$ cat src/rtl/fifo_pkg.sv
// Shared types and sizing helpers for the stream FIFO family.
package fifo_pkg;

  localparam int STATUS_CNT_W = 32;

  typedef struct packed {
    logic [STATUS_CNT_W-1:0] count;
    logic                    almostFull;
    logic                    almostEmpty;
    logic                    overflow;
  } fifo_status_t;

  function automatic int count_width(input int depth);
    return $clog2(depth + 1);
  endfunction

endpackage

$ cat src/rtl/fifo_ram.sv
// DEPTH x WIDTH storage: one synchronous write port, one asynchronous read port.
// No reset; contents are only meaningful where the pointers say so.
module fifo_ram #(
  parameter int DEPTH = 128,
  parameter int WIDTH = 32,
  localparam int AW   = (DEPTH > 1) ? $clog2(DEPTH) : 1
) (
  input  logic             clk,
  input  logic             we,
  input  logic [AW-1:0]    waddr,
  input  logic [WIDTH-1:0] wdata,
  input  logic [AW-1:0]    raddr,
  output logic [WIDTH-1:0] rdata
);

  logic [WIDTH-1:0] mem [DEPTH];

  always_ff @(posedge clk) begin
    if (we) mem[waddr] <= wdata;
  end

  assign rdata = mem[raddr];

endmodule

$ cat src/rtl/stream_fifo.sv
// Valid/ready stream FIFO with flush, threshold flags and sticky overflow.
// Capacity is DEPTH in both output modes; OUT_REG=1 adds one cycle of head latency.
module stream_fifo
  import fifo_pkg::*;
#(
  parameter int DEPTH         = 128,
  parameter int WIDTH         = 32,
  parameter int OUT_REG       = 0,
  parameter int AFULL_THRESH  = DEPTH - 4,
  parameter int AEMPTY_THRESH = 4,
  localparam int CW           = count_width(DEPTH),
  localparam int AW           = (DEPTH > 1) ? $clog2(DEPTH) : 1
) (
  input  logic             clk,
  input  logic             rst,
  input  logic             IN_flush,
  input  logic [WIDTH-1:0] IN_data,
  input  logic             IN_valid,
  output logic             OUT_ready,
  input  logic             IN_ready,
  output logic             OUT_valid,
  output logic [WIDTH-1:0] OUT_data,
  output logic [CW-1:0]    OUT_count,
  output logic             OUT_almostFull,
  output logic             OUT_almostEmpty,
  output logic             OUT_overflow
);

  fifo_status_t            status_q, status_d;
  logic                    ready_q;
  logic                    head_vld;
  logic [WIDTH-1:0]        head_dat, ram_rdata;
  logic [AW-1:0]           wr_ptr, rd_ptr;
  logic                    push, pop, ram_we, rd_adv;
  logic [STATUS_CNT_W-1:0] cnt_n;

  function automatic logic [AW-1:0] ptr_inc(input logic [AW-1:0] p);
    return (p == AW'(DEPTH - 1)) ? '0 : p + AW'(1);
  endfunction

  assign push = IN_valid && ready_q && !IN_flush;
  assign pop  = head_vld && IN_ready && !IN_flush;

  always_comb begin
    cnt_n = status_q.count;
    if (IN_flush)          cnt_n = '0;
    else if (push && !pop) cnt_n = status_q.count + STATUS_CNT_W'(1);
    else if (pop && !push) cnt_n = status_q.count - STATUS_CNT_W'(1);
  end

  always_comb begin
    status_d             = status_q;
    status_d.count       = cnt_n;
    status_d.almostFull  = (cnt_n >= STATUS_CNT_W'(AFULL_THRESH));
    status_d.almostEmpty = (cnt_n <= STATUS_CNT_W'(AEMPTY_THRESH));
    status_d.overflow    = !IN_flush && (status_q.overflow || (IN_valid && !ready_q));
  end

  always_ff @(posedge clk or posedge rst) begin
    if (rst) begin
      status_q <= '{count: '0, almostFull: 1'b0, almostEmpty: 1'b1, overflow: 1'b0};
      ready_q  <= 1'b1;
      wr_ptr   <= '0;
      rd_ptr   <= '0;
    end else begin
      status_q <= status_d;
      // Registered ready: a full FIFO refuses a push even if it pops that cycle.
      ready_q  <= (cnt_n != STATUS_CNT_W'(DEPTH));
      if (IN_flush) begin
        wr_ptr <= '0;
        rd_ptr <= '0;
      end else begin
        if (ram_we) wr_ptr <= ptr_inc(wr_ptr);
        if (rd_adv) rd_ptr <= ptr_inc(rd_ptr);
      end
    end
  end

  fifo_ram #(.DEPTH(DEPTH), .WIDTH(WIDTH)) u_ram (
    .clk   (clk),
    .we    (ram_we),
    .waddr (wr_ptr),
    .wdata (IN_data),
    .raddr (rd_ptr),
    .rdata (ram_rdata)
  );

  if (OUT_REG == 0) begin : g_direct
    logic vld_q;

    always_ff @(posedge clk or posedge rst) begin
      if (rst) vld_q <= 1'b0;
      else     vld_q <= (cnt_n != '0);
    end

    assign head_vld = vld_q;
    // Masked so the idle head reads as zero rather than stale storage.
    assign head_dat = vld_q ? ram_rdata : '0;
    assign ram_we   = push;
    assign rd_adv   = pop;
  end else begin : g_oreg
    logic                    ov_q;
    logic [WIDTH-1:0]        od_q;
    logic [STATUS_CNT_W-1:0] mem_cnt;
    logic                    refill, mem_has, bypass;

    assign mem_cnt = status_q.count - STATUS_CNT_W'(ov_q);
    assign refill  = !ov_q || pop;
    assign mem_has = (mem_cnt != '0);
    // Storage empty while the flop drains: the new word skips the RAM.
    assign bypass  = pop && push && !mem_has;
    assign ram_we  = push && !bypass;
    assign rd_adv  = refill && mem_has && !IN_flush;

    always_ff @(posedge clk or posedge rst) begin
      if (rst) begin
        ov_q <= 1'b0;
        od_q <= '0;
      end else if (IN_flush) begin
        ov_q <= 1'b0;
      end else if (refill) begin
        if (mem_has) begin
          ov_q <= 1'b1;
          od_q <= ram_rdata;
        end else if (bypass) begin
          ov_q <= 1'b1;
          od_q <= IN_data;
        end else begin
          ov_q <= 1'b0;
        end
      end
    end

    assign head_vld = ov_q;
    assign head_dat = od_q;
  end

  assign OUT_ready       = ready_q;
  assign OUT_valid       = head_vld;
  assign OUT_data        = head_dat;
  assign OUT_count       = status_q.count[CW-1:0];
  assign OUT_almostFull  = status_q.almostFull;
  assign OUT_almostEmpty = status_q.almostEmpty;
  assign OUT_overflow    = status_q.overflow;

endmodule

$ cat config.mk
export PLATFORM = sky130hd
export DESIGN_NAME = stream_fifo
export DESIGN_NICKNAME = d
export VERILOG_FILES = /design/src/rtl/fifo_pkg.sv /design/src/rtl/fifo_ram.sv /design/src/rtl/stream_fifo.sv
export SDC_FILE = /design/constraint.sdc
export NUM_CORES = 2
export LEC_CHECK = 0
export CAP_MARGIN = 0
export CORE_UTILIZATION = 30
export DETAILED_ROUTE_END_ITERATION = 7
export SYNTH_ARGS = -nofsm -noshare
export SYNTH_HDL_FRONTEND = slang
export SYNTH_HIERARCHICAL = 1
export SYNTH_SLANG_ARGS = --single-unit
$ cat constraint.sdc
create_clock -name clk -period 9.2 [get_ports clk]
set_input_delay 2.76 -clock clk [delete_from_list [all_inputs] [get_ports clk]]
set_output_delay 2.76 -clock clk [all_outputs]
set_load 0.02 [all_outputs]
# Word level (Yosys, flattened, before mapping)
# Memory sizes are Yosys's and may differ from the RTL's.
# Index checks and enable logic that the tools add are counted.
classes:
  n_addsub: 4
  order_cmp: 2
  eq_ne: 3
  mux: 12
  n_reduce_logical: 16
ops:
  columns: ["operator", "n"]
  rows:
  - ["$mux W32", 4]
  - ["$mux W7", 6]
  - ["$add A32 B1 Y32 const B", 1]
  - ["$ge A32 B7 Y1 const B", 1]
  - ["$le A32 B3 Y1 const B", 1]
  - ["$ne A32 B8 Y1 const B", 1]
  - ["$reduce_bool A32 Y1", 1]
  - ["$sub A32 B1 Y32 const B", 1]
  - ["$add A7 B1 Y7 const B", 2]
  - ["$eq A7 B7 Y1 const B", 2]
  - ["$logic_and A1 B1 Y1", 8]
  - ["$logic_not A1 Y1", 4]
  - ["$reduce_bool A2 Y1", 2]
  - ["$mux W1", 2]
  - ["$logic_or A1 B1 Y1", 1]
word_totals:
  reg_bits: 51
  ram_bits: 4096
  word_cells: 46
  memories: 1
memory_table:
  columns: ["name", "depth", "width", "rd", "rd_clocked_by_memory_dff", "wr", "line_no", "text"]
  rows:
  - ["u_ram.mem", 128, 32, 1, 0, 1, "fifo_ram.sv:16", "logic [WIDTH-1:0] mem [DEPTH];"]

# Logic depth before layout (Yosys ltp)
depth:
  depth_word: 8
  depth_mapped: 11
  mapped_depth_nobuf: 10

# By module
# The synthesis kept the hierarchy.
by_module_without_submodules:
  columns: ["mod", "n_inst", "cells_per_inst", "area_per_inst_um2", "seq_area_each_um2"]
  rows:
  - ["fifo_ram", 1, 5958, 155635.5, 122998.0]
  - ["stream_fifo", 1, 419, 3492.1, 1278.7]

# Worst setup path after synthesis
# OpenSTA, ideal clock, no wires.
synth_timing:
  path_type: "input to register"
  startpoint: "input IN_flush"
  endpoint: "memory u_ram.mem[98][0] (enable)"
  setup_time_ns: 0.461
  t_arrival_ns: 5.949
  required_ns: 8.739
  path_slack_ns: 2.790
  cell_stages: 6
  path_buffers: 2
  path_cell_list: "buf_2 nand3b_4 inv_1 clkbuf_1 nand4_1 nor3_1"
synth_via:
  elab_chain_cells: 4
synth_lines:
  columns: ["element", "line_no", "text"]
  rows:
  - ["start: declaration", "stream_fifo.sv:16", "input logic IN_flush,"]
  - ["$logic_not A1 Y1", "stream_fifo.sv:41", "assign push = IN_valid && ready_q && !IN_flush;"]
  - ["$logic_and A1 B1 Y1", "stream_fifo.sv:41", null]
  - ["via push", "stream_fifo.sv:34", "logic push, pop, ram_we, rd_adv;"]
  - ["$mux W1", "fifo_ram.sv:19", "if (we) mem[waddr] <= wdata;"]
  - ["$mux W1 (implied by the code)", "fifo_ram.sv:19", null]
  - ["end: declaration", "fifo_ram.sv:16", null]
# The timed path passes the listed nets, and every way through them passes these cells.

# Worst setup path after layout
layout_timing:
  startpoint: "register rd_ptr[0]"
  endpoint: "output OUT_data[19]"
layout_via:
  elab_chain_cells: 2
layout_lines:
  columns: ["element", "line_no", "text"]
  rows:
  - ["start: declaration", "stream_fifo.sv:33", "logic [AW-1:0] wr_ptr, rd_ptr;"]
  - ["start signal: assignment", "stream_fifo.sv:74", "if (rd_adv) rd_ptr <= ptr_inc(rd_ptr);"]
  - ["$mem_v2 Z128 W32", null, null]
  - ["via ram_rdata[19]", "stream_fifo.sv:32", "logic [WIDTH-1:0] head_dat, ram_rdata;"]
  - ["$mux W32", "stream_fifo.sv:98", "assign head_dat = vld_q ? ram_rdata : '0;"]
  - ["end: declaration", "stream_fifo.sv:22", "output logic [WIDTH-1:0] OUT_data,"]
# The timed path passes the listed nets, and every way through them passes these cells.

==> key figures <==
Global routing
  • Largest net degree at the start of global routing: 129
  • Initial antenna violation count: 65
  • Vias in the first global route: 75,200
  • Tot GR Track Use: 16.1%
  • Grt total ovfl: 0
  • Wire length of the first global-routing pass: 606 mm

Floorplan
  • Die Y: 730 um
  • Core Area: 528,000 sq um
  • Starting Density: 30.1%
  • Row count: 267
  • Full die area: 533,000 sq um
  • I/O pins: 82
  • Die W: 730 um

Yosys
  • Syn Area/Cell: 25.0 sq um
  • Netlist Area Pre-Place: 159,000 sq um
  • Number of synthesized flops with an enable pin: 4,096
  • Synth top cells by count: edfxtp_1, mux4_2, clkbuf_1
  • Net Count, Synth: 6,418
  • Number of synthesized register bits: 4,147
  • Synthesized instance count: 6,377
  • Yosys top cell area share: 77.3%
  • Ys async rst share: 1.23%
  • Register area share after synthesis: 78.1%
  • Synth unique cells: 56
  • Most frequent cell after synthesis: edfxtp_1
  • Largest cells by area after synthesis: edfxtp_1, mux4_2, dfrtp_1
  • Cell taking the most area after synthesis: edfxtp_1
  • Yosys warns: 6
  • Synth Flop Type: edfxtp_1

Placement
  • HPWL after detailed placement: 249 mm
  • # port buffers: 81
  • Final Wtd Congestion: 0.796

CTS
  • Clock latency on the worst-skew pair: 980 ps
  • Postcts setup bufs: 0
  • Hold-fix buffers, CTS: 0
  • Reg clk slew, reported paths: 70 ps
  • Htree depth: 5
  • Clk sinks: 4,147
  • Clock tree buffer depth: 4
  • CTS tree: done
  • CTS Buf Count: 419
  • CTS root buf: clkbuf_16
  • Post-CTS sizing: 0

Final layout
  • Layout cells sized above 1: 33.5%
  • Final net count: 6,822
  • Layout area overhead: 15.4%
  • Total of fill cells in the finished design: 48,000
  • Area occupied by multi-input gates: 34,300 sq um
  • Reg area: 124,000 sq um

Route
  • Via/cell ratio: 5.27
  • WL/cell: 31.0 um
  • First-pass DRT Iterations: 8
  • DRC viols: 0
  • Via count: 74,500
  • WL final: 438 mm
  • Initial DRC count: 10,700
  • Post-route ant nets: 0

Timing
  • Worst hold slack: 532 ps
  • Final count of negative-setup-slack endpoints: 0
  • Final Hold Vio Count: 0
  • Crit share post-route: 93.0%
  • Post-route setup TNS: 0 ps
  • FMAX: 0.117 GHz
  • Slew headroom: 12.1%
  • Final Max Slew Viols: 0
  • RSZ-0062 raised after global routing: no
  • Minimum clock period: 8560 ps
  • Layout Skew: 53.3 ps
  • Worst slew pin tran: 1320 ps

Worst hold path
  • Min-delay worst type: flip-flop to flip-flop

Worst setup path
  • Required time worst endpoint: 6440 ps
  • Critical path class: flip-flop to output pin
  • Crit path launch type: flip-flop
  • Crit. End Element: output pin
  • Crit path arrival time: 5800 ps
  • Worst-path fanout max: 47

Power
  • Leakage power: 53.6 nW
  • Power Dens Cells: 226 nW/um^2
  • Worst VDD drop: 0.164 mV

Run status
  • Status: finished clean

Flow run
  • # Max-Cap Violations: 0
==> worst paths after layout <==
kind                                         from                           to  slack (ps)  cells after the start
setup reg to reg              OUT_ready$_DFF_PP1_  u_ram/mem[54][12]$_DFFE_PP_        4500                      6
setup / recovery            rd_ptr[0]$_DFFE_PP0P_                 OUT_data[19]         640                      8
hold reg to reg            OUT_overflow$_DFF_PP0_       OUT_overflow$_DFF_PP0_         530                      2
max in group asynchronous                     rst        rd_ptr[4]$_DFFE_PP0P_        6200                      3
hold / removal             OUT_overflow$_DFF_PP0_       OUT_overflow$_DFF_PP0_         530                      2
min in group asynchronous                     rst     OUT_almostFull$_DFF_PP0_        2370                      3
==> cell type report <==
cell class                 count  area share [%]
tap                         6994            4.77
antenna                       25          0.0341
clock buffer                 521            5.98
clock inverter               235            1.12
sequential                  4147            67.7
inverter                       9          0.0184
timing repair buffer         328            1.68
multi-input combinational   1876            18.7
==> cell usage in the layout, fill, tap and decap left out, types with 25 or more instances in the layout <==
cell                n
buf_4             240
clkbuf_1           95
nor2_4            119
diode_2            25
mux4_2           1344
clkinv_2           76
bufinv_16          27
nor2_1             64
clkdlybuf4s50_1    48
nand2_1            41
clkbuf_16         422
nand3_1            30
and2_1             35
mux2_2             32
edfxtp_1         4096
buf_12             38
clkinv_1           96
dfrtp_1            42
==> state kept, by name (all words and copies together), names as in the netlist <==
register         cells
OUT_almostEmpty      1
OUT_almostFull       1
OUT_count            8
OUT_overflow         1
OUT_ready            1
OUT_valid            1
rd_ptr               7
status_q            24
u_ram/mem         4096
wr_ptr               7
==> critical path, stage by stage, from the launching register on <==
cell             delay, ps
dfrtp_4                920
buf_12                 420
buf_4                  530
mux4_2                 570
mux4_2                 550
mux4_2                 580
mux2_2                 400
and2_1                 190
clkdlybuf4s50_1        530
==> per-stage QoR <==
step	instance area, sq um	utilization, %	total power, mW	instances	setup WS (ps)
global route	184000	34.7	42.6	14100	461
detailed placement	170000	32.3	25.5	13400	1650
floorplan	159000	-	23.9	6377	2790
global placement	170000	32.3	25.5	13400	1650
finish	184000	34.7	41.4	14100	641
CTS	183000	34.7	41.7	14100	581
==> power breakdown <==
group / switching [mW] / total [mW] / internal, mW
Sequential: 0.0860 / 20.9 / 20.8
Combinational: 2.29 / 4.19 / 1.90
Clock: 7.14 / 16.3 / 9.21
==> logic make-up after synthesis <==
logic type                 share of synthesized area, %
buffers and inverters                             0.941
xor gates and xnor gates                          0.198
adders and majority gates                        0.0315
muxes                                              19.2
AOI/OAI and AO/OA                                 0.246
DFF                                                78.1
and+or+nand+nor                                    1.24
==> metal layers <==
metal / routed length [um] / vias up / track usage, %
li1: - / 28600 / -
met1: 175000 / 41000 / 22.6
met2: 205000 / 4144 / 25.3
met3: 46500 / 691 / 3.87
met4: 11700 / 28 / 4.01
met5: 173 / - / 0
Power figures use the tool's default switching activity.
